<file path="config.mk">
export PLATFORM = sky130hd
export DESIGN_NAME = ctrl_seq
export DESIGN_NICKNAME = d
export VERILOG_FILES = /design/src/rtl/ctrl_seq.sv
export SDC_FILE = /design/constraint.sdc
export NUM_CORES = 1
export LEC_CHECK = 0
export ABC_AREA = 1
export CORE_MARGIN = 3
export CORE_UTILIZATION = 42
export CTS_CLUSTER_DIAMETER = 150
export DETAILED_ROUTE_END_ITERATION = 10
export DONT_BUFFER_PORTS = 1
export GPL_TIMING_DRIVEN = 0
export MAX_ROUTING_LAYER = met4
export PLACE_DENSITY = 0.55
export SETUP_SLACK_MARGIN = 0.5
export SLEW_MARGIN = 20
export SYNTH_ARGS = -nofsm -noshare
export SYNTH_HDL_FRONTEND = slang
export SYNTH_SLANG_ARGS = --single-unit
</file>
<file path="constraint.sdc">
create_clock -name clock -period 2.08 [get_ports clock]
set_clock_uncertainty 0.15 [all_clocks]
set_input_delay 0.624 -clock clock [delete_from_list [all_inputs] [get_ports clock]]
set_output_delay 0.624 -clock clock [all_outputs]
set_load 0.03 [all_outputs]
</file>
<file path="src/rtl/ctrl_seq.sv">
// ctrl_seq: multi-cycle fetch/decode/execute sequencer.
//
// Walks IDLE -> FETCH -> DECODE -> EXEC for each instruction. Owns the
// program counter (addr_inst into the instruction regfile) and the latched
// instruction register. Everything other than state/pc/ir/done is decoded
// combinationally from the current state and ir.
//
// Ports
//   clock, reset      rising-edge clock, async active-high reset
//   start             launch execution from pc=0 (looked at only in IDLE)
//   ins               instruction word read at addr_inst
//   rs0_data          dreg read port 0 data, used as the jump target
//   mem_ack           data memory completes the pending request
//   addr_inst         program counter (driven during FETCH)
//   addr_rs0/rs1/rd   dreg read/write addresses
//   rd_we, en_mv      dreg write / move strobes
//   wb_sel            dreg write source: 0 ALU, 1 memory
//   alu_op            ALU opcode
//   mem_req, mem_we   memory request, 1 = store
//   mem_addr          memory address
//   busy              not IDLE
//   done              one-cycle pulse after the last pc wraps to 0
module ctrl_seq #(
  parameter int BIT = 16,
  parameter int SZB = 4,
  parameter int SZI = 4,
  parameter int SZM = 8
) (
  input  logic           clock,
  input  logic           reset,
  input  logic           start,
  input  logic [BIT-1:0] ins,
  input  logic [BIT-1:0] rs0_data,
  input  logic           mem_ack,
  output logic [SZI-1:0] addr_inst,
  output logic [SZB-1:0] addr_rs0,
  output logic [SZB-1:0] addr_rs1,
  output logic [SZB-1:0] addr_rd,
  output logic           rd_we,
  output logic           en_mv,
  output logic           wb_sel,
  output logic [3:0]     alu_op,
  output logic           mem_req,
  output logic           mem_we,
  output logic [SZM-1:0] mem_addr,
  output logic           busy,
  output logic           done
);

  // Opcode map. Everything up to OP_DIV is an ALU operation.
  localparam logic [3:0] OP_INV   = 4'd0;
  localparam logic [3:0] OP_AND   = 4'd1;
  localparam logic [3:0] OP_OR    = 4'd2;
  localparam logic [3:0] OP_XOR   = 4'd3;
  localparam logic [3:0] OP_XNOR  = 4'd4;
  localparam logic [3:0] OP_COM   = 4'd5;
  localparam logic [3:0] OP_SHR   = 4'd6;
  localparam logic [3:0] OP_SHL   = 4'd7;
  localparam logic [3:0] OP_ADD   = 4'd8;
  localparam logic [3:0] OP_SUB   = 4'd9;
  localparam logic [3:0] OP_MUL   = 4'd10;
  localparam logic [3:0] OP_DIV   = 4'd11;
  localparam logic [3:0] OP_MOVE  = 4'd12;
  localparam logic [3:0] OP_JUMP  = 4'd13;
  localparam logic [3:0] OP_LOAD  = 4'd14;
  localparam logic [3:0] OP_STORE = 4'd15;

  localparam logic [SZI-1:0] PC_ONE = SZI'(1);

  typedef enum logic [1:0] {S_IDLE, S_FETCH, S_DECODE, S_EXEC} state_t;

  state_t         r_state, w_state_nxt;
  logic [SZI-1:0] r_pc, w_pc_nxt;
  logic [BIT-1:0] r_ir, w_ir_nxt;
  logic           r_done, w_done_nxt;

  logic [3:0]     w_op;
  logic [SZB-1:0] w_a, w_b, w_c;
  logic           w_is_alu;
  logic           w_step;     // current instruction retires on this edge
  logic           w_unused_rs0;

  assign w_op     = r_ir[15:12];
  assign w_a      = r_ir[11:8];
  assign w_b      = r_ir[7:4];
  assign w_c      = r_ir[3:0];
  assign w_is_alu = (w_op <= OP_DIV);

  // Only the low SZI bits of the jump source form the target.
  assign w_unused_rs0 = ^rs0_data[BIT-1:SZI];

  assign busy = (r_state != S_IDLE);
  assign done = r_done;

  always_ff @(posedge clock or posedge reset) begin
    if (reset) begin
      r_state <= S_IDLE;
      r_pc    <= '0;
      r_ir    <= '0;
      r_done  <= 1'b0;
    end else begin
      r_state <= w_state_nxt;
      r_pc    <= w_pc_nxt;
      r_ir    <= w_ir_nxt;
      r_done  <= w_done_nxt;
    end
  end

  always_comb begin
    w_state_nxt = r_state;
    w_pc_nxt    = r_pc;
    w_ir_nxt    = r_ir;
    w_done_nxt  = 1'b0;
    w_step      = 1'b0;
    addr_inst   = '0;
    addr_rs0    = '0;
    addr_rs1    = '0;
    addr_rd     = '0;
    rd_we       = 1'b0;
    en_mv       = 1'b0;
    wb_sel      = 1'b0;
    alu_op      = '0;
    mem_req     = 1'b0;
    mem_we      = 1'b0;
    mem_addr    = '0;

    // Register-file addresses are set up in DECODE and held through EXEC,
    // so they stay stable for the whole of a memory wait.
    if (r_state == S_DECODE || r_state == S_EXEC) begin
      if (w_is_alu) begin
        addr_rd  = w_a;
        addr_rs0 = w_b;
        addr_rs1 = w_c;
      end else begin
        case (w_op)
          OP_MOVE:  begin addr_rd = w_a; addr_rs0 = w_b; end
          OP_JUMP:  addr_rs0 = w_a;
          OP_LOAD:  addr_rd  = w_a;
          OP_STORE: addr_rs0 = w_c;
          default:  ;
        endcase
      end
    end

    case (r_state)
      S_IDLE:   if (start) w_state_nxt = S_FETCH;
      S_FETCH: begin
        addr_inst   = r_pc;
        w_ir_nxt    = ins;
        w_state_nxt = S_DECODE;
      end
      S_DECODE: w_state_nxt = S_EXEC;
      S_EXEC: begin
        if (w_is_alu) begin
          alu_op = w_op;
          rd_we  = 1'b1;
          w_step = 1'b1;
        end else begin
          case (w_op)
            OP_MOVE: begin
              en_mv  = 1'b1;
              w_step = 1'b1;
            end
            OP_JUMP: w_step = 1'b1;
            OP_LOAD: begin
              mem_req  = 1'b1;
              mem_addr = {w_b, w_c};
              wb_sel   = 1'b1;
              rd_we    = mem_ack;  // write back only as the data arrives
              w_step   = mem_ack;
            end
            OP_STORE: begin
              mem_req  = 1'b1;
              mem_we   = 1'b1;
              mem_addr = {w_a, w_b};
              w_step   = mem_ack;
            end
            default: w_step = 1'b1;
          endcase
        end
      end
      default: w_state_nxt = S_IDLE;
    endcase

    if (w_step) begin
      if (w_op == OP_JUMP) begin
        w_pc_nxt    = rs0_data[SZI-1:0];
        w_state_nxt = S_FETCH;
      end else if (&r_pc) begin
        // Last slot retired: wrap and report completion.
        w_pc_nxt    = '0;
        w_done_nxt  = 1'b1;
        w_state_nxt = S_IDLE;
      end else begin
        w_pc_nxt    = r_pc + PC_ONE;
        w_state_nxt = S_FETCH;
      end
    end
  end

endmodule

</file>
Word level (Yosys, flattened, before mapping):

Cells that the tools add are included.

* logic and storage cells: 64
* bits in registers: 23
* input bits: 36

* add/subtract/negate cells: 1
* eq/ne operators: 8
* magnitude comparators: 1
* reduce and logical (&&, ||, !) cells: 8
* muxes and demuxes: 42

Operators with widths (count)
* 4-bit two-way mux: 12
* 1-bit two-way mux: 23
* 4-bit equality test, second input constant: 4
* 8-bit two-way mux: 2
* 8-bit one-hot mux with 2 select lines: 1
* 4-bit one-hot mux with 3 select lines: 1
* 2-bit one-hot mux with 3 select lines: 1
* 4-bit by 1-bit adder with 4-bit output, second input constant: 1
* 2-bit equality test, second input constant: 2
* 4-bit <= comparator, second input constant: 1
* 2-bit two-way mux: 2
* 4-bit AND reduction: 1
* 4-bit nonzero test: 1
* 2-bit OR reduction: 2
* 3-bit inequality test, second input constant: 1
* 2-bit by 1-bit equality test with 1-bit output, second input constant: 1
* 2-bit logical NOT: 1
* 2-bit AND reduction: 1
* 2-bit nonzero test: 1
* 1-bit logical OR: 1

Logic depth before layout (Yosys ltp):

Gate-level depths: netlist (run 1).

* word-level depth: 7
* mapped depth: 9

Worst setup path after synthesis (run 1):

OpenSTA, ideal clock, no wires.

* path kind: flip-flop to output port
* start point: register r_state[0]
* end point: output alu_op[2]
* cell stages (with the launch flop): 6
* required time: 1306 ps
* path slack: -369 ps
* arrival time: 1675 ps
* buffers on the path: 2
* cell sequence: dfrtp_1 > ha_1 > clkbuf_1 > inv_1 > clkbuf_1 > nor3_1

* word-level cells in the longest chain between the ends: 2

RTL lines
* start, declared: line 72 `state_t r_state, w_state_nxt;`
* start signal, assigned: line 102 `r_state <= w_state_nxt;`
* 2-bit equality test: line 145 `case (r_state)`
* 4-bit two-way mux: line 145
* end, declared: line 42 `output logic [3:0] alu_op,`

Every way passes these cells.

Final worst setup path (run 1):

* start point: register r_state[1]
* end point: output alu_op[3]

The elaborated chain is that of the path after synthesis.

==> metrics.md, run 1 <==
| Metric | Value |
|---|---|
| RSZ-0062 raised after global routing | `yes` |
| Fin area | `around 0.0025 mm²` |
| R2R cell count | `7` |
| Power Total | `4.57 mW` |
| Rel. slew slack | `37.6%` |
| Initial Utilization | `between 40% and 50%` |
| CORE AREA | `0.00342 mm²` |
| N_diodes | `0` |
| Status | `finished, violations left` |
| VDD IR-drop max | `1.13 mV` |
| Layout Utilization | `between 70 and 80%` |
| Mean Syn Cell Area | `~7 µm²` |
| Top post-synthesis cells by area | `dfrtp_1 38%, nand2_1 20%, inv_1 8.1%` |
| Crit-path max FO | `6` |
| Final HPWL DP | `3190 µm` |
| Worst slew pin tran | `936 ps` |
| Ports | `71` |
| Flops & latches, synth | `23` |
| Clock latency at the later pin of the worst-skew pair | `320 ps` |
| First-pass GRT wire length | `7780 µm` |
| Post-DRT Antenna Nets | `0` |
| Final setup margin | `-362 ps` |
| Pre-CTS WS | `-188 ps` |
| Crit share post-route | `117%` |
| CTS clock-pin slew for the worst setup and hold paths | `150 ps` |
| Final GP Congestion | `0.837` |
| Worst path arrival time | `~1700 ps` |
| Req. time, crit path | `approximately 1300 ps` |
| Layout cells sized above 1 | `49.8%` |
| Maxcap violations | `0` |
| Crit Path Class | `flip-flop to output port` |
| Pin count of the biggest net entering global routing | `24` |
| Post-synth top flop | `dfrtp_1` |
| Final Setup Violations | `33` |
| Antenna violations before repair | `0` |
| CP Launch Type | `flip-flop` |
| Final Hold Viols | `0` |
| Area Growth Syn to Fin | `63.5%` |
| Area leader, netlist | `dfrtp_1` |
| Static Leak | `around 1.1 nW` |
| Setup crit end kind | `output port` |
| Routed len/inst | `approximately 17 µm` |
| Inserted Clock Buffers | `3` |
| Failing checks | `negative setup slack` |
| Port Buffer Count | `0` |
| Sum Neg Setup Slack | `-9030 ps` |
| Row cnt | `21` |
| Post-synth EDFFs | `0` |
| Grt total ovfl | `0` |
| Initial DRT Pass Iterations | `7` |
| Deepest clock path buffer count | `2` |
| Synth cell types | `22` |
| CTS root buf | `clkbuf_4` |
| DRC errors left | `0` |
| CP Capture Point | `alu_op[3]` |
| Share of flip-flops with an asynchronous set or reset | `100%` |
| Cell area power density | `around 1800 mW/mm²` |
| Die X | `66.3 µm` |
| Seq/Total Area, Yosys | `37.7%` |
| CP Launch Point | `r_state[1]` |
| Max Slew Vio Count | `0` |
| Die extent in y | `approximately 66 µm` |
| Vias | `roughly 1700` |
| Critical R2R Capture | `r_ir[4]` |
| GRT Total Usage | `24.1%` |
| Post-DP Area | `approximately 0.0019 mm²` |
| Final net count | `308` |
| Vias/cell | `5.39` |
| Most frequent cell after synthesis | `nand2_1` |
| Hold WC Path Type | `input port to asynchronous set/reset pin` |
| Post-Syn Instances | `224` |
| Total Wirelength | `5340 µm` |
| Iteration-0 DRC Markers | `95` |
| Mapped cell area | `0.00153 mm²` |
| Syn nets | `266` |
| Most frequent cells after synthesis | `80 x nand2_1, 33 x inv_1, 23 x dfrtp_1` |
| Post-synth top area share | `37.7%` |
| H-tree Lvls | `1` |
| Fmax | `0.409 GHz` |
| Period minus WS final | `between 2000 and 2500 ps` |
| Worst R2R Start | `r_state[1]` |
| Reg2Reg Setup Slack | `300 ps` |
| CTS tree | `built` |
| Yosys Warn Count | `0` |
| Clock tree sinks | `23` |
| Die area | `roughly 0.0044 mm²` |
| Vias in the first global route | `1534` |
[layout make-up]
| class | instances | area (µm²) |
|---|---|---|
| clock inverters | 1 | 5.00 |
| plain buffers | 9 | 145 |
| flip-flops and latches | 23 | 581 |
| clock buffers | 3 | 22.5 |
| fillers | 247 | 920 |
| inverters | 35 | 155 |
| multi-input cells | 159 | 1190 |
| repair buffers | 35 | 340 |
| well taps | 46 | 57.6 |
[flip-flops by register name, indices dropped and copies added (netlist names)]
register and flops:
r_state 2, done 1, r_ir 16, r_pc 4
[per-stage QoR]
stage / std cells / hold slack [ps]
6_report: 311 / 224
2_1_floorplan: 224 / 367
5_1_grt: 311 / 243
3_3_place_gp: 270 / 396
3_5_place_dp: 270 / 394
4_1_cts: 299 / 246
[worst min-delay path by stage]
| stage | startpoint | end | slack (ps) | depth (start not counted) |
|---|---|---|---|---|
| 2_1_floorplan | r_pc[1] | r_pc[1] | 370 | 2 |
| 3_3_place_gp | r_pc[1] | r_pc[1] | 400 | 2 |
| 3_5_place_dp | r_pc[1] | r_pc[1] | 390 | 2 |
| 4_1_cts | reset | r_state[0] | 250 | 1 |
| 5_1_grt | ins[1] | r_ir[1] | 240 | 2 |
| 6_report | reset | done | 220 | 1 |
[routing by layer]
metal  GRT usage (%)  routed length, µm  share of wire, %
met5               -                  0                 0
met4            6.85                 64               1.2
met3            3.74                275               5.2
met2            41.5               2840                53
met1            29.3               2150                40
[critical path, cell delays in order, from the launching register on]
cell and delay [ps]:
dfrtp_1 420, ha_2 200, clkbuf_16 160, inv_2 80, clkbuf_16 180, nor3_4 290
[layout by cell type, fill, tap and decap left out]
cell type and n:
o21ai_0 7, clkbuf_1 1, ha_2 3, clkbuf_8 1, nand2_4 4, o21ai_1 5
clkbuf_4 3, buf_8 2, nor2_2 2, nand3_1 9, dfrtp_1 19, mux2_2 4
clkinvlp_4 1, nor3_4 12, nand2_2 15, a21oi_1 2, nor2_4 9, a21oi_4 8
clkinv_2 1, inv_4 6, ha_4 1, clkbuf_16 5, buf_12 1, ha_1 2
nor3_1 1, inv_1 19, nand2_8 2, buf_6 10, o21ai_2 5, xnor2_1 1
inv_2 8, nand4_1 3, nand2_1 62, buf_4 24, nor2_1 2, dfrtp_2 4
clkinv_4 1
[what timing repair did]
item,in CTS,in global routing
endpoints found under the setup margin,46,55
setup buffers,23,9
pin swaps,26,23
hold buffers,0,0
gates cloned,2,3
resized for setup,45,37
[cell families (layout without fill, tap and decap cells)]
group / count (synthesis) / in the layout / share of synthesized area [%]
AO/OA/AOI/OAI: 27 / 27 / 8.85
XOR/XNOR: 1 / 1 / 0.574
adder cells (fa/ha/maj): 6 / 6 / 4.92
buffers and inverters: 44 / 83 / 11.2
flip-flops: 23 / 23 / 37.7
multiplexers: 4 / 4 / 2.95
AND/OR/NAND/NOR: 119 / 121 / 33.8
[power breakdown]
part,total (mW),internal [mW],switching (mW)
clock,0.224,0.0721,0.152
sequential,0.904,0.670,0.234
combinational,3.44,1.38,2.07
total,4.57,2.12,2.45
(Power assumes the default switching activity.)
==> inputs of run 2 (changes only) <==
- CORE_UTILIZATION: 42 -> 45
- HOLD_SLACK_MARGIN: not set -> 0.02
- PLACE_DENSITY: 0.55 -> 0.58
- SKIP_CTS_REPAIR_TIMING: not set -> 1
==> run 2 against run 1 <==
Net effect: the flow still finishes with violations (negative setup slack); cell area up 1.8%; clock power down 2%; sequential power up 5.6%; combinational power about the same; fmax down 0.82%; register-to-register slack better by 230 ps; power up 1.6%; sequential share of layout area down 0.35 points; critical path type unchanged.
==> metrics.md, run 2 (synthesis gave the netlist of run 1 again) <==
| Metric | Value |
|---|---|
| Static Leak | `1.12 nW (was 1.10 nW)` |
| Worst slew pin tran | `931 ps (was 936 ps)` |
| Critical R2R Capture | `r_ir[5] (was r_ir[4])` |
| Fin area | `0.00254 mm² (was 0.00250 mm²)` |
| P_int | `2.16 mW (was 2.12 mW)` |
| CORE AREA | `0.00315 mm² (was 0.00342 mm²)` |
| Inserted Clock Buffers | `3 (unchanged)` |
| Worst path arrival time | `1690 ps (was 1670 ps)` |
| Max FFs per register | `16 (unchanged)` |
| First-pass GRT wire length | `7020 µm (was 7780 µm)` |
| GRT Total Usage | `22.3% (was 24.1%)` |
| Clock latency at the later pin of the worst-skew pair | `310 ps (was 320 ps)` |
| CP Launch Point | `r_state[1] (unchanged)` |
| R2R cell count | `5 (was 7)` |
| Rel. slew slack | `37.8% (was 37.6%)` |
| Period minus WS final | `2460 ps (was 2440 ps)` |
| Commonest non-fill, non-tap cells in the layout | `64 x nand2_1, 22 x buf_4, 18 x inv_1, 18 x dfrtp_1, 15 x buf_6 (was 62 x nand2_1, 24 x buf_4, 19 x inv_1, 19 x dfrtp_1, 15 x nand2_2)` |
| Critical path depth | `5 (unchanged)` |
| Largest regs | `r_ir x16, r_pc x4, r_state x2 (unchanged)` |
| Switching Share | `53.4% (was 53.6%)` |
| Critical path cell sequence | `ha_4 -> buf_12 -> nor2_4 -> buf_6 -> nor3_4 (was ha_2 -> clkbuf_16 -> inv_2 -> clkbuf_16 -> nor3_4)` |
| Status | `finished, violations left (unchanged)` |
| Deepest clock path buffer count | `2 (unchanged)` |
| Psw | `2.48 mW (was 2.45 mW)` |
| Die extent in y | `64.2 µm (was 66.3 µm)` |
| Slowest CP cell | `dfrtp_1 (unchanged)` |
| Routed len/inst | `17.3 µm (was 17.2 µm)` |
| RSZ-0062 raised after global routing | `yes (unchanged)` |
| CTS root buf | `clkbuf_4 (unchanged)` |
| Setup crit end kind | `output port (unchanged)` |
| Area Growth Syn to Fin | `66.4% (was 63.5%)` |
| H-tree Lvls | `1 (unchanged)` |
| Row cnt | `20 (was 21)` |
| Hold WC Path Type | `input port to asynchronous set/reset pin (unchanged)` |
| Vias | `1702 (was 1677)` |
| Crit-path max FO | `6 (unchanged)` |
| CTS clock-pin slew for the worst setup and hold paths | `130 ps (was 150 ps)` |
| Antenna violations before repair | `0 (unchanged)` |
| Most flops, register | `r_ir (unchanged)` |
| Vias in the first global route | `1411 (was 1534)` |
| Ports | `71 (unchanged)` |
| Vias/cell | `5.47 (was 5.39)` |
| Iteration-0 DRC Markers | `113 (was 95)` |
| Crit share post-route | `118% (was 117%)` |
| Layout cells sized above 1 | `49.1% (was 49.8%)` |
| CTS tree | `built (unchanged)` |
| Worst Path Buf+Inv | `2 (was 3)` |
| Initial Utilization | `48.4% (was 44.7%)` |
| Final HPWL DP | `3220 µm (was 3190 µm)` |
| Final GP Congestion | `0.814 (was 0.837)` |
| Die X | `64.2 µm (was 66.3 µm)` |
| Max Slew Vio Count | `0 (unchanged)` |
| Clock share of power | `4.7% (was 4.9%)` |
| Req. time, crit path | `1310 ps (about the same)` |
| Final Instance Count excl. Fillers | `311 (unchanged)` |
| Die area | `0.00413 mm² (was 0.00439 mm²)` |
| CP max stage delay | `470 ps (was 420 ps)` |
| CP top delay family | `flip-flops (unchanged)` |
| Combinational Power Share | `74.7% (was 75.3%)` |
| Worst R2R Start | `r_state[1] (unchanged)` |
| Post-DP Area | `0.00186 mm² (was 0.00187 mm²)` |
| Final net count | `310 (was 308)` |
| Maxcap violations | `0 (unchanged)` |
| Clock tree sinks | `23 (unchanged)` |
| Final setup margin | `-382 ps (was -362 ps)` |
| Post-Place Cells | `268 (was 270)` |
| Post-DRT Antenna Nets | `0 (unchanged)` |
| Final Setup Violations | `33 (unchanged)` |
| DRC errors left | `0 (unchanged)` |
| VDD IR-drop max | `1.19 mV (was 1.13 mV)` |
| Initial DRT Pass Iterations | `4 (was 7)` |
| Pre-CTS WS | `-181 ps (was -188 ps)` |
| Fmax | `0.406 GHz (was 0.409 GHz)` |
| Final Hold Viols | `0 (unchanged)` |
| N_diodes | `0 (unchanged)` |
| Cell area power density | `1830 mW/mm² (about the same)` |
| Commonest non-fill, non-tap cell in the layout | `nand2_1 (unchanged)` |
| Crit Path Class | `flip-flop to output port (unchanged)` |
| Total Wirelength | `5370 µm (was 5340 µm)` |
| CP Launch Type | `flip-flop (unchanged)` |
| Port Buffer Count | `0 (unchanged)` |
| Reg2Reg Setup Slack | `530 ps (was 300 ps)` |
| Failing checks | `negative setup slack (unchanged)` |
| CP Capture Point | `addr_rd[1] (was alu_op[3])` |
| Sequential power share | `20.6% (was 19.8%)` |
| Pin count of the biggest net entering global routing | `24 (unchanged)` |
| Grt total ovfl | `0 (unchanged)` |
[run 2: cell types whose count changed in the layout (fill, tap and decap cells not counted), moves of 3 or more]
cell and change:
o21ai_2 -5, nand2_2 -5, clkbuf_16 -3, buf_6 +5, o21ai_0 +7, inv_4 -3
o21ai_1 -3
[run 2: worst min-delay path by stage]
| stage | to | startpoint |
|---|---|---|
| final | r_state[1] | reset |
| after floorplan | r_pc[1] | r_pc[1] |
| after global routing | r_ir[10] | ins[10] |
| after global placement | r_pc[1] | r_pc[1] |
| after CTS | r_pc[0] | reset |
| after detailed placement | r_ir[5] | r_ir[5] |
[run 2: metrics by stage]
step | utilization [%] | setup TNS [ps] | hold slack, ps | power, mW
after floorplan | - | -9.92 | 367 | 2.71
after global placement | 59.1 | -1190 | 405 | 3.00
after detailed placement | 59.1 | -1630 | 419 | 3.08
after CTS | 60.0 | -12960 | 255 | 3.30
after global routing | 80.6 | -11370 | 266 | 4.93
final | 80.6 | -9210 | 236 | 4.64
[run 2: power by group through the flow]
stage	Sequential, mW	Clock (mW)	Combinational, mW
floorplan	0.853	0	1.86
global placement	0.901	0	2.10
detailed placement	0.913	0	2.16
CTS	0.903	0.225	2.17
global route	0.977	0.241	3.71
finish	0.955	0.219	3.47
[run 2: metal layers]
metal  GRT usage, %  vias up  wire, µm
met5              -        -         0
met4           4.75        0        64
met3           5.27        9       355
met2           36.9       69      2690
met1           28.0      837      2260
li1               -      787         -
[run 2: layout make-up]
| class | count | area [µm²] |
|---|---|---|
| plain buffers | 9 | 121 |
| clock buffers | 4 | 26.3 |
| fillers | 203 | 613 |
| inverters | 35 | 158 |
| multi-input cells | 158 | 1220 |
| flip-flops and latches | 23 | 582 |
| well taps | 44 | 55.1 |
| repair buffers | 38 | 377 |
[run 2: worst register-to-register path, stage by stage, from the launching register on]
cell	delay, ps
dfrtp_1	470
inv_2	90
ha_2	180
buf_8	120
buf_8	120
mux2_2	330
==> inputs of run 3 (changes only) <==
- SKIP_CTS_REPAIR_TIMING: 1 -> not set
==> run 3 against run 2 <==
Net effect: the flow still finishes with violations (negative setup slack); power grew 2.9%; wire length grew 2.3%; worst hold slack lost 7.1 ps; core utilization grew 1.4 points; critical path depth is the same; global-route usage grew 4.1 points; clock-buffer cell count is the same; final cell count grew 0.32%; non-clock buffer count is the same; critical path type unchanged; critical endpoint unchanged.
==> metrics.md, run 3 (synthesis gave the netlist of run 1 again) <==
| Metric | Value |
|---|---|
| Switching Share | `54.0% (was 53.4%)` |
| Failing checks | `negative setup slack (unchanged)` |
| Initial Utilization | `48.4% (unchanged)` |
| Sequential power share | `19.7% (was 20.6%)` |
| Pin count of the biggest net entering global routing | `24 (unchanged)` |
| Final HPWL DP | `3220 µm (unchanged)` |
| Worst slew pin tran | `934 ps (was 931 ps)` |
| Req. time, crit path | `1310 ps (about the same)` |
| Final GP Congestion | `0.814 (unchanged)` |
| Inserted Clock Buffers | `3 (unchanged)` |
| First-pass GRT wire length | `8250 µm (was 7020 µm)` |
| Clock tree sinks | `23 (unchanged)` |
| CTS tree | `built (unchanged)` |
| Combinational Power Share | `75.7% (was 74.7%)` |
| Iteration-0 DRC Markers | `159 (was 113)` |
| Deepest clock path buffer count | `2 (unchanged)` |
| N_diodes | `0 (unchanged)` |
| Die X | `64.2 µm (unchanged)` |
| Post-DRT Antenna Nets | `0 (unchanged)` |
| Vias in the first global route | `1632 (was 1411)` |
| Crit Path Class | `flip-flop to output port (unchanged)` |
| Clock latency at the later pin of the worst-skew pair | `320 ps (was 310 ps)` |
| Total Wirelength | `5490 µm (was 5370 µm)` |
| Antenna violations before repair | `0 (unchanged)` |
| Power Total | `4.77 mW (was 4.64 mW)` |
| Psw | `2.58 mW (was 2.48 mW)` |
| CORE AREA | `0.00315 mm² (unchanged)` |
| P_int | `2.20 mW (was 2.16 mW)` |
| Die extent in y | `64.2 µm (unchanged)` |
| Storage cell area | `581 µm² (was 582 µm²)` |
| Initial DRT Pass Iterations | `4 (unchanged)` |
| Row cnt | `20 (unchanged)` |
| Crit share post-route | `118% (about the same)` |
| H-tree Lvls | `1 (unchanged)` |
| DRC errors left | `0 (unchanged)` |
| CP Launch Point | `r_state[0] (was r_state[1])` |
| Fillers | `205 (was 203)` |
| Largest regs | `r_ir x16, r_pc x4, r_state x2 (unchanged)` |
| Layout cells sized above 1 | `50.7% (was 49.1%)` |
| Worst path arrival time | `1680 ps (was 1690 ps)` |
| Worst R2R Start | `r_state[0] (was r_state[1])` |
| Vias | `1694 (was 1702)` |
| Area of the multi-input gates | `0.00126 mm² (was 0.00122 mm²)` |
| Sum Neg Setup Slack | `-10640 ps (was -9210 ps)` |
| RSZ-0062 raised after global routing | `yes (unchanged)` |
| Final Setup Violations | `33 (unchanged)` |
| Max FFs per register | `16 (unchanged)` |
| Max Slew Vio Count | `0 (unchanged)` |
| Port Buffer Count | `0 (unchanged)` |
| Final setup margin | `-373 ps (was -382 ps)` |
| Grt total ovfl | `0 (unchanged)` |
| Crit-path max FO | `5 (was 6)` |
| Hold WC Path Type | `input port to asynchronous set/reset pin (unchanged)` |
| Clock share of power | `4.7% (about the same)` |
| Area Growth Syn to Fin | `69.3% (was 66.4%)` |
| CTS root buf | `clkbuf_4 (unchanged)` |
| Most flops, register | `r_ir (unchanged)` |
| Commonest non-fill, non-tap cells in the layout | `61 x nand2_1, 24 x buf_4, 19 x dfrtp_1, 18 x inv_1, 12 x nor3_4 (was 64 x nand2_1, 22 x buf_4, 18 x inv_1, 18 x dfrtp_1, 15 x buf_6)` |
| Period minus WS final | `2450 ps (was 2460 ps)` |
| Rel. slew slack | `37.7% (was 37.8%)` |
| Post-Place Cells | `268 (unchanged)` |
| Vias/cell | `5.43 (was 5.47)` |
| Ports | `71 (unchanged)` |
| Fmax | `0.408 GHz (was 0.406 GHz)` |
| Static Leak | `1.17 nW (was 1.12 nW)` |
| Final Instance Count excl. Fillers | `312 (was 311)` |
| Final net count | `311 (was 310)` |
| Cell area power density | `1850 mW/mm² (was 1830 mW/mm²)` |
| Status | `finished, violations left (unchanged)` |
| CTS clock-pin slew for the worst setup and hold paths | `140 ps (was 130 ps)` |
| Commonest non-fill, non-tap cell in the layout | `nand2_1 (unchanged)` |
| Die area | `0.00413 mm² (unchanged)` |
| Routed len/inst | `17.6 µm (was 17.3 µm)` |
| Setup crit end kind | `output port (unchanged)` |
| Cts hold-fix bufs | `0` |
| CP Launch Type | `flip-flop (unchanged)` |
| Hold Worst Slack | `229 ps (was 236 ps)` |
| VDD IR-drop max | `1.08 mV (was 1.19 mV)` |
| Final Hold Viols | `0 (unchanged)` |
| GRT Total Usage | `26.4% (was 22.3%)` |
| Maxcap violations | `0 (unchanged)` |
## run 3: changes by cell type in the layout (fill, tap and decap cells not counted), sizes merged
| cell | before | now |
|---|---|---|
| buf | 43 | 42 |
| clkbuf | 8 | 9 |
| clkinv | 1 | 0 |
| inv | 33 | 34 |
| nand2 | 82 | 83 |
## run 3: power groups by stage
stage	combinational (mW)	clock, mW	sequential, mW
2_1_floorplan	1.86	0	0.853
3_3_place_gp	2.10	0	0.901
3_5_place_dp	2.16	0	0.913
4_1_cts	3.17	0.225	0.905
5_1_grt	3.84	0.241	0.962
6_report	3.61	0.223	0.938
## run 3: layout make-up
type	count	area share, %
plain buffers	9	5.23
inverters	35	6.30
multi-input cells	159	48.7
clock buffers	4	1.02
flip-flops and latches	23	22.5
repair buffers	38	14.1
well taps	44	2.13
## run 3: worst paths after layout
check / end / slack, ps / depth (start not counted)
min: r_state[0] / 230 / 1
max: addr_rd[1] / -370 / 5
min reg2reg: r_ir[5] / 470 / 1
max in group asynchronous: r_ir[13] / 920 / 1
max reg2reg: r_state[0] / 170 / 11
min in group clock: r_ir[3] / 260 / 2
## run 3: worst max-delay path: stages, from the launching register on
cell	delay [ps]
dfrtp_1	450
ha_2	220
buf_8	130
nor2_4	70
buf_12	130
nor3_4	360
## run 3: what timing repair did
item                                    CTS  global route
cloned                                    2             1
pin swaps                                21            27
gates resized for setup                  65            37
endpoints found under the setup margin   46            57
buffers inserted                         27            10
## run 3: metrics by stage
step / area (µm²) / util (%) / worst slack [ps]
2_1_floorplan: 1810 / - / -9.92
3_5_place_dp: 1860 / 59.1 / -181
3_3_place_gp: 1860 / 59.1 / -148
4_1_cts: 2390 / 75.8 / -373
5_1_grt: 2580 / 81.9 / -443
6_report: 2580 / 81.9 / -373
## run 3: layer usage
layer	vias to the layer above	track usage, %	share of wire [%]
met1	817	33.4	41
met3	14	5.45	6.7
met2	71	43.9	50
met5	-	-	0
met4	0	5.28	1.7
li1	792	-	-
